`config.mk`:
```
export PLATFORM = sky130hd
export DESIGN_NAME = key_debounce_multi_flat
export DESIGN_NICKNAME = d
export VERILOG_FILES = /design/src/rtl/key_pkg.sv /design/src/rtl/key_debounce_multi_if.sv /design/src/rtl/key_debounce_ch.sv /design/src/rtl/key_debounce_multi.sv /design/src/flat_wrapper.sv
export SDC_FILE = /design/constraint.sdc
export NUM_CORES = 1
export LEC_CHECK = 0
export BUFFER_PORTS_ARGS = -buffer_cell sky130_fd_sc_hd__buf_4
export CAP_MARGIN = 40
export CORE_MARGIN = 5
export CORE_UTILIZATION = 40
export DETAILED_ROUTE_END_ITERATION = 7
export GPL_TIMING_DRIVEN = 0
export HOLD_SLACK_MARGIN = 0.06
export SYNTH_ARGS = -nofsm -noshare
export SYNTH_HDL_FRONTEND = slang
export SYNTH_SLANG_ARGS = --single-unit
```
`constraint.sdc`:
```
create_clock -name clk -period 2.8 [get_ports clk]
set_clock_uncertainty 0.05 [all_clocks]
set_input_delay 0.14 -clock clk [delete_from_list [all_inputs] [get_ports clk]]
set_output_delay 0.14 -clock clk [all_outputs]
set_load 0.03 [all_outputs]
```
`src/rtl/key_pkg.sv`:
```
// Shared state encodings, width helper and 50 MHz timing defaults for the key debouncer.
package key_pkg;

    localparam logic [1:0] ST_IDLE    = 2'd0;
    localparam logic [1:0] ST_HELD    = 2'd1;
    localparam logic [1:0] ST_LONG    = 2'd2;
    localparam logic [1:0] ST_REL_CHK = 2'd3;

    typedef enum logic [1:0] {
        IDLE    = ST_IDLE,
        HELD    = ST_HELD,
        LONG    = ST_LONG,
        REL_CHK = ST_REL_CHK
    } key_state_e;

    localparam int DEF_MASK_TIME   = 500_000;
    localparam int DEF_LONG_TIME   = 50_000_000;
    localparam int DEF_REPEAT_TIME = 10_000_000;

    // Never returns 0, so a counter sized from it always has at least one bit.
    function automatic int clog2(input int value);
        int r;
        r = 1;
        for (int i = 0; i < 31; i++) begin
            if ((1 << i) < value) r = i + 1;
        end
        return r;
    endfunction

endpackage

```
`src/rtl/key_debounce_multi_if.sv`:
```
// Key pins and debounced event outputs for all channels, grouped for the debouncer.
interface key_debounce_multi_if #(
    parameter int NUM_KEYS = 4
);
    logic [NUM_KEYS-1:0] key_n;
    logic [NUM_KEYS-1:0] key_level;
    logic [NUM_KEYS-1:0] key_press;
    logic [NUM_KEYS-1:0] key_release;
    logic [NUM_KEYS-1:0] key_long;
    logic [NUM_KEYS-1:0] key_repeat;

    modport master (
        output key_n,
        input  key_level, key_press, key_release, key_long, key_repeat
    );

    modport slave (
        input  key_n,
        output key_level, key_press, key_release, key_long, key_repeat
    );
endinterface

```
`src/rtl/key_debounce_ch.sv`:
```
// One key channel: synchronizer, debounce/hold FSM and its two counters.
//   state   | meaning
//   IDLE    | released, counting consecutive pressed samples
//   HELD    | pressed, counting towards the long-press time
//   LONG    | long press seen, counting repeat intervals
//   REL_CHK | released samples being confirmed, hold count frozen
module key_debounce_ch
    import key_pkg::*;
#(
    parameter int MASK_TIME   = DEF_MASK_TIME,
    parameter int LONG_TIME   = DEF_LONG_TIME,
    parameter int REPEAT_TIME = DEF_REPEAT_TIME
) (
    input  logic clk,
    input  logic rst,
    input  logic key_n_i,
    output logic level_o,
    output logic press_o,
    output logic release_o,
    output logic long_o,
    output logic repeat_o
);

    localparam int DW       = clog2(MASK_TIME + 1);
    localparam int HOLD_MAX = (LONG_TIME > REPEAT_TIME) ? LONG_TIME : REPEAT_TIME;
    localparam int HW       = clog2(HOLD_MAX + 1);

    localparam logic [DW-1:0] DEB_LAST  = DW'(MASK_TIME - 1);
    localparam logic [HW-1:0] LONG_LAST = HW'(LONG_TIME - 1);
    localparam logic [HW-1:0] REP_LAST  = HW'(REPEAT_TIME - 1);
    localparam logic [HW-1:0] HOLD_SAT  = '1;

    logic [1:0]    sync_q;
    key_state_e    state_q, state_d;
    logic [DW-1:0] deb_q, deb_d;
    logic [HW-1:0] hold_q, hold_d, hold_inc;
    logic          long_seen_q, long_seen_d;
    logic          level_q, level_d;
    logic          press_q, press_d;
    logic          release_q, release_d;
    logic          long_q, long_d;
    logic          repeat_q, repeat_d;
    logic          p;

    assign p        = ~sync_q[1];
    assign hold_inc = (hold_q == HOLD_SAT) ? hold_q : hold_q + HW'(1);

    always_ff @(posedge clk) begin
        if (rst) begin
            sync_q      <= 2'b11;
            state_q     <= IDLE;
            deb_q       <= '0;
            hold_q      <= '0;
            long_seen_q <= 1'b0;
            level_q     <= 1'b0;
            press_q     <= 1'b0;
            release_q   <= 1'b0;
            long_q      <= 1'b0;
            repeat_q    <= 1'b0;
        end else begin
            sync_q      <= {sync_q[0], key_n_i};
            state_q     <= state_d;
            deb_q       <= deb_d;
            hold_q      <= hold_d;
            long_seen_q <= long_seen_d;
            level_q     <= level_d;
            press_q     <= press_d;
            release_q   <= release_d;
            long_q      <= long_d;
            repeat_q    <= repeat_d;
        end
    end

    always_comb begin
        state_d     = state_q;
        deb_d       = deb_q;
        hold_d      = hold_q;
        long_seen_d = long_seen_q;
        press_d     = 1'b0;
        release_d   = 1'b0;
        long_d      = 1'b0;
        repeat_d    = 1'b0;

        case (state_q)
            IDLE: begin
                if (!p) begin
                    deb_d = '0;
                end else if (deb_q == DEB_LAST) begin
                    state_d = HELD;
                    press_d = 1'b1;
                    deb_d   = '0;
                    hold_d  = '0;
                end else begin
                    deb_d = deb_q + DW'(1);
                end
            end
            HELD: begin
                if (!p) begin
                    state_d = REL_CHK;
                    deb_d   = DW'(1);
                end else if (LONG_TIME != 0 && hold_q == LONG_LAST) begin
                    state_d     = LONG;
                    long_d      = 1'b1;
                    long_seen_d = 1'b1;
                    hold_d      = '0;
                end else begin
                    hold_d = hold_inc;
                end
            end
            LONG: begin
                if (!p) begin
                    state_d = REL_CHK;
                    deb_d   = DW'(1);
                end else if (REPEAT_TIME != 0 && hold_q == REP_LAST) begin
                    repeat_d = 1'b1;
                    hold_d   = '0;
                end else begin
                    hold_d = hold_inc;
                end
            end
            REL_CHK: begin
                // A bounce back to pressed resumes the hold count where it was frozen.
                if (p) begin
                    deb_d   = '0;
                    state_d = long_seen_q ? LONG : HELD;
                end else if (deb_q == DEB_LAST) begin
                    state_d     = IDLE;
                    release_d   = 1'b1;
                    long_seen_d = 1'b0;
                    deb_d       = '0;
                end else begin
                    deb_d = deb_q + DW'(1);
                end
            end
            default: state_d = IDLE;
        endcase

        level_d = (state_d != IDLE);
    end

    assign level_o   = level_q;
    assign press_o   = press_q;
    assign release_o = release_q;
    assign long_o    = long_q;
    assign repeat_o  = repeat_q;

endmodule

```
`src/rtl/key_debounce_multi.sv`:
```
// Multi-key debouncer and gesture detector: one independent channel per key bit.
module key_debounce_multi
    import key_pkg::*;
#(
    parameter int NUM_KEYS    = 4,
    parameter int MASK_TIME   = DEF_MASK_TIME,
    parameter int LONG_TIME   = DEF_LONG_TIME,
    parameter int REPEAT_TIME = DEF_REPEAT_TIME
) (
    input logic                 clk,
    input logic                 rst,
    key_debounce_multi_if.slave keys
);

    for (genvar k = 0; k < NUM_KEYS; k++) begin : g_ch
        key_debounce_ch #(
            .MASK_TIME   (MASK_TIME),
            .LONG_TIME   (LONG_TIME),
            .REPEAT_TIME (REPEAT_TIME)
        ) u_ch (
            .clk       (clk),
            .rst       (rst),
            .key_n_i   (keys.key_n[k]),
            .level_o   (keys.key_level[k]),
            .press_o   (keys.key_press[k]),
            .release_o (keys.key_release[k]),
            .long_o    (keys.key_long[k]),
            .repeat_o  (keys.key_repeat[k])
        );
    end

endmodule
```
`src/flat_wrapper.sv`:
```
// flat-port wrapper written by rule: the top's interface ports become plain ports
module key_debounce_multi_flat import key_pkg::*;
#(
    parameter int NUM_KEYS    = 4,
    parameter int MASK_TIME   = DEF_MASK_TIME,
    parameter int LONG_TIME   = DEF_LONG_TIME,
    parameter int REPEAT_TIME = DEF_REPEAT_TIME
)
  (clk, rst, keys_key_n, keys_key_level, keys_key_press, keys_key_release, keys_key_long, keys_key_repeat);
  key_debounce_multi_if #(.NUM_KEYS(NUM_KEYS)) keys_i ();
  input logic clk;
  input logic rst;
  input wire logic [$bits(keys_i.key_n)-1:0] keys_key_n;
  output wire logic [$bits(keys_i.key_level)-1:0] keys_key_level;
  output wire logic [$bits(keys_i.key_press)-1:0] keys_key_press;
  output wire logic [$bits(keys_i.key_release)-1:0] keys_key_release;
  output wire logic [$bits(keys_i.key_long)-1:0] keys_key_long;
  output wire logic [$bits(keys_i.key_repeat)-1:0] keys_key_repeat;
  assign keys_i.key_n = keys_key_n;
  assign keys_key_level = keys_i.key_level;
  assign keys_key_press = keys_i.key_press;
  assign keys_key_release = keys_i.key_release;
  assign keys_key_long = keys_i.key_long;
  assign keys_key_repeat = keys_i.key_repeat;
  key_debounce_multi #(.NUM_KEYS(NUM_KEYS), .MASK_TIME(MASK_TIME), .LONG_TIME(LONG_TIME), .REPEAT_TIME(REPEAT_TIME)) u_core (.clk(clk), .rst(rst), .keys(keys_i));
endmodule
```
==> metrics <==
Gate power share=roughly 20%; crit end category=flop; combinational family with the most area after synthesis=simple AND/OR/NAND/NOR gates; most common library cell in the layout ignoring fill and taps=sky130_fd_sc_hd__dfxtp_1; most instantiated flip-flop cell in the synthesis netlist=sky130_fd_sc_hd__dfxtp_1; flip-flop and latch count after synthesis=220; post-synth design cell area=0.0117 sq mm; run status=finished, final reports clean; root buffer selected by CTS=sky130_fd_sc_hd__clkbuf_16; routed length on met2=12800 um; number of remaining DRC errors=0; number of max-cap violations=0; total of buffers placed on input and output ports=25; series of cell instances along the critical path=inv_1, ha_1, nand2b_1, clkbuf_1, nand4_1, or2_2, nor3_1, xnor2_1, nor2_1; Final Critical Period=about 2600 ps; endpoint arrival time on the critical path=2990 ps; Post-DP HPWL=19600 um; clock tree from TritonCTS=built; Post-layout nets=1516; CTS sink cnt=220; synthesized-area fraction occupied by ao, oa, aoi and oai cells=a little under 9%; I/O pin cnt=26; Warnings, synthesis=0; standard-cell row count=62; initial antenna violation count=0; leakage component of the power=around 4.3 nW; Die H=181 um; worst max-slew margin expressed relative to the limit=between 40% and 50%; max-slew violation total from the final report=0; Clock Tree Buf Depth=3; slowest stage cell on the critical path=sky130_fd_sc_hd__dfxtp_1; ys async rst share=0%; total power after layout=8.43 mW; commonest non-fill, non-tap cells in the layout=sky130_fd_sc_hd__dfxtp_1 (220), sky130_fd_sc_hd__nor2_1 (209), sky130_fd_sc_hd__nand2_1 (96), sky130_fd_sc_hd__nand3_1 (88), sky130_fd_sc_hd__xnor2_1 (87); Max Freq=381 MHz; number of synthesized flops with an enable pin=0; share of synthesized area occupied by flip-flops and latches=37.7%; worst vdd rail ir drop=0.441 mV; hold slack final=~310 ps; WP buf/inv=2; WHS Path Cells=3; routed length on met3=between 900 and 1000 um; power per unit of standard cell area=628 mW/mm^2; Placeable Area=0.0288 sq mm; simple-gate share of the synthesized area=between 30% and 40%; total vias in the final route=10.2k; endpoint of the most critical register-to-register path=u_core.g_ch[1].u_ch.deb_q[18]; mux share of post-synthesis cell area=0.514%; crit path setup slack, layout=roughly 170 ps; Psw=2.54 mW; synthesized-area fraction occupied by adder cells=3.00%; average wire length per cell after detail routing=approximately 15 um; P_int=5.89 mW; number of H-tree levels=1; Detail Route Antenna Nets=0; area growth from synthesis to layout=14.8%; final-report hold violation count=0; reg2reg start=u_core.g_ch[1].u_ch.state_q[0]; startpoint of the worst hold path=keys_key_n[1]; fraction of layout instances using a drive strength above 1=11.5%; uppermost layer routed=met4; number of optimization iterations in the first detailed-route pass=5; element type at the critical path start=flop; vias in the first global route=9700; top cell family by delay on the critical path=simple AND/OR/NAND/NOR gates; global-route wire length before repair=47500 um; crit share post-route=a little over nine tenths; hold worst-path end=u_core.g_ch[1].u_ch.sync_q[0]; GP Congestion=0.880; Unique masters post-synth=78; largest driver fanout on the critical path=9; length of routed wiring on met1=13600 um; starting density of the core=40.6%; Finish-stage setup viols=0; synthesized-area fraction occupied by xor and xnor cells=10.6%; chip width=~180 um; Antenna Cells=0; category of the critical setup timing path=reg2reg; clock input transition at the sequential cells of the worst setup and hold paths=~60 ps; Via-to-Cell Ratio=roughly 5.4; GR Overflow Total=0; slack of the worst reg-to-reg path=170 ps; maximum number of pins on one net before global-route repair=14; post-synth net total=1449; delay of the slowest critical-path stage=430 ps; number of standard cells after synthesis=1415; number of cells on the worst reg-to-reg path=9; Global Route Usage Sum=16.5%; share of power burned in registers=39.9%; mean area per synthesized cell=8.26 sq um; switching fraction of total power=30.1%; pre-CTS setup slack=64.1 ps; Clk Latency, worst-skew pair=~540 ps; total wire length after detailed routing=about 28000 um; die area=0.0328 sq mm; Num CTS Buffers=27; DRT iter0 DRCs=721; Worst Max-Slew Pin Slew=~800 ps; data required time of the critical path=3170 ps; Clk network pwr share=about two fifths; type of the worst min-delay path=in2reg
-- power by group through the flow --
stage / logic [mW] / registers, mW / clock network (mW)
after global routing: 1.90 / 3.38 / 3.61
after global placement: 1.67 / 3.43 / 0
after CTS: 1.69 / 3.36 / 3.48
final: 1.69 / 3.36 / 3.37
after floorplan: 1.27 / 3.39 / 0
after detailed placement: 1.67 / 3.43 / 0
-- cells in the mapped netlist (15+ instances only) --
cell type | count | area (sq um)
sky130_fd_sc_hd__and4_1 | 20 | 175
sky130_fd_sc_hd__nor2_1 | 209 | 785
sky130_fd_sc_hd__nand2_1 | 96 | 360
sky130_fd_sc_hd__or2_2 | 15 | 93.8
sky130_fd_sc_hd__nor4b_1 | 15 | 131
sky130_fd_sc_hd__dfxtp_1 | 220 | 4400
sky130_fd_sc_hd__nand3_1 | 88 | 440
sky130_fd_sc_hd__o21ai_0 | 29 | 145
sky130_fd_sc_hd__nor3_1 | 59 | 295
sky130_fd_sc_hd__ha_1 | 28 | 350
sky130_fd_sc_hd__xnor2_1 | 87 | 762
sky130_fd_sc_hd__and3_1 | 39 | 244
sky130_fd_sc_hd__clkbuf_1 | 37 | 139
sky130_fd_sc_hd__buf_2 | 15 | 75.1
sky130_fd_sc_hd__buf_4 | 20 | 150
sky130_fd_sc_hd__inv_1 | 28 | 105
sky130_fd_sc_hd__a21oi_1 | 39 | 195
sky130_fd_sc_hd__nor4_1 | 33 | 206
sky130_fd_sc_hd__xor2_1 | 55 | 482
sky130_fd_sc_hd__nand4_1 | 68 | 425
-- worst reg2reg max path: stages (launching register included) --
cell and delay [ps]:
sky130_fd_sc_hd__dfxtp_1 430, sky130_fd_sc_hd__inv_1 120, sky130_fd_sc_hd__ha_1 400, sky130_fd_sc_hd__nand2b_1 110, sky130_fd_sc_hd__clkbuf_1 320, sky130_fd_sc_hd__nand4_1 240, sky130_fd_sc_hd__or2_2 400, sky130_fd_sc_hd__nor3_1 260
sky130_fd_sc_hd__xnor2_1 150, sky130_fd_sc_hd__nor2_1 50
-- logic make-up (layout without fill, tap and decap cells) --
group	after synthesis	in the layout
fa+ha+maj	28	28
xor+xnor	142	142
flops	220	220
mux	6	6
compound gates	156	156
simple gates	756	756
buf+inv	107	193
-- through the flow --
stage	cell area [sq um]	TNS (ps)	util [%]	cells
after floorplan	11700	0	-	1415
after global placement	12400	0	43.0	1824
after detailed placement	12400	0	43.0	1826
after CTS	13300	0	46.2	1879
after global routing	13400	-0.225	46.6	1885
final	13400	0	46.6	1885
-- state kept, by name (all words and copies together) (netlist names), 8 cells and up --
register	count
u_core.g_ch.u_ch.state_q	8
u_core.g_ch.u_ch.sync_q	8
u_core.g_ch.u_ch.hold_q	104
u_core.g_ch.u_ch.deb_q	76
-- final cells by class --
| class | instances | area (sq um) |
|---|---|---|
| flip-flops and latches | 220 | 4400 |
| multi-input cells | 1088 | 6840 |
| repair buffers | 38 | 297 |
| clock inverters | 12 | 105 |
| clock buffers | 36 | 769 |
| fillers | 2832 | 15400 |
| well taps | 384 | 480 |
| plain buffers | 79 | 417 |
| inverters | 28 | 105 |
-- how the worst max path moves through the flow --
stage	from	endpoint	slack (ps)	cells after the start
2_1_floorplan	u_core.g_ch[3].u_ch.state_q[1]	u_core.g_ch[3].u_ch.hold_q[16]	510	9
3_5_place_dp	u_core.g_ch[3].u_ch.state_q[1]	u_core.g_ch[3].u_ch.deb_q[17]	60	8
6_report	u_core.g_ch[1].u_ch.state_q[0]	u_core.g_ch[1].u_ch.deb_q[18]	170	9
5_1_grt	u_core.g_ch[0].u_ch.deb_q[5]	u_core.g_ch[0].u_ch.deb_q[8]	-0.2	8
3_3_place_gp	u_core.g_ch[2].u_ch.deb_q[0]	u_core.g_ch[2].u_ch.hold_q[13]	40	8
4_1_cts	u_core.g_ch[3].u_ch.state_q[1]	u_core.g_ch[3].u_ch.deb_q[17]	30	8
-- routing by layer --
| metal | vias to the layer above | GRT usage [%] |
|---|---|---|
| li1 | 5175 | - |
| met1 | 4858 | 22.6 |
| met2 | 165 | 27.3 |
| met3 | 47 | 2.39 |
| met4 | 0 | 4.38 |
| met5 | - | 0 |
-- repair_timing --
action	4_1_cts	5_1_grt
hold buffers	5	0
resized for setup	0	20
setup endpoints to repair	0	93
hold endpoints to repair	13	0
buffers inserted	0	6
No activity file was read; power rests on OpenSTA's default activity.
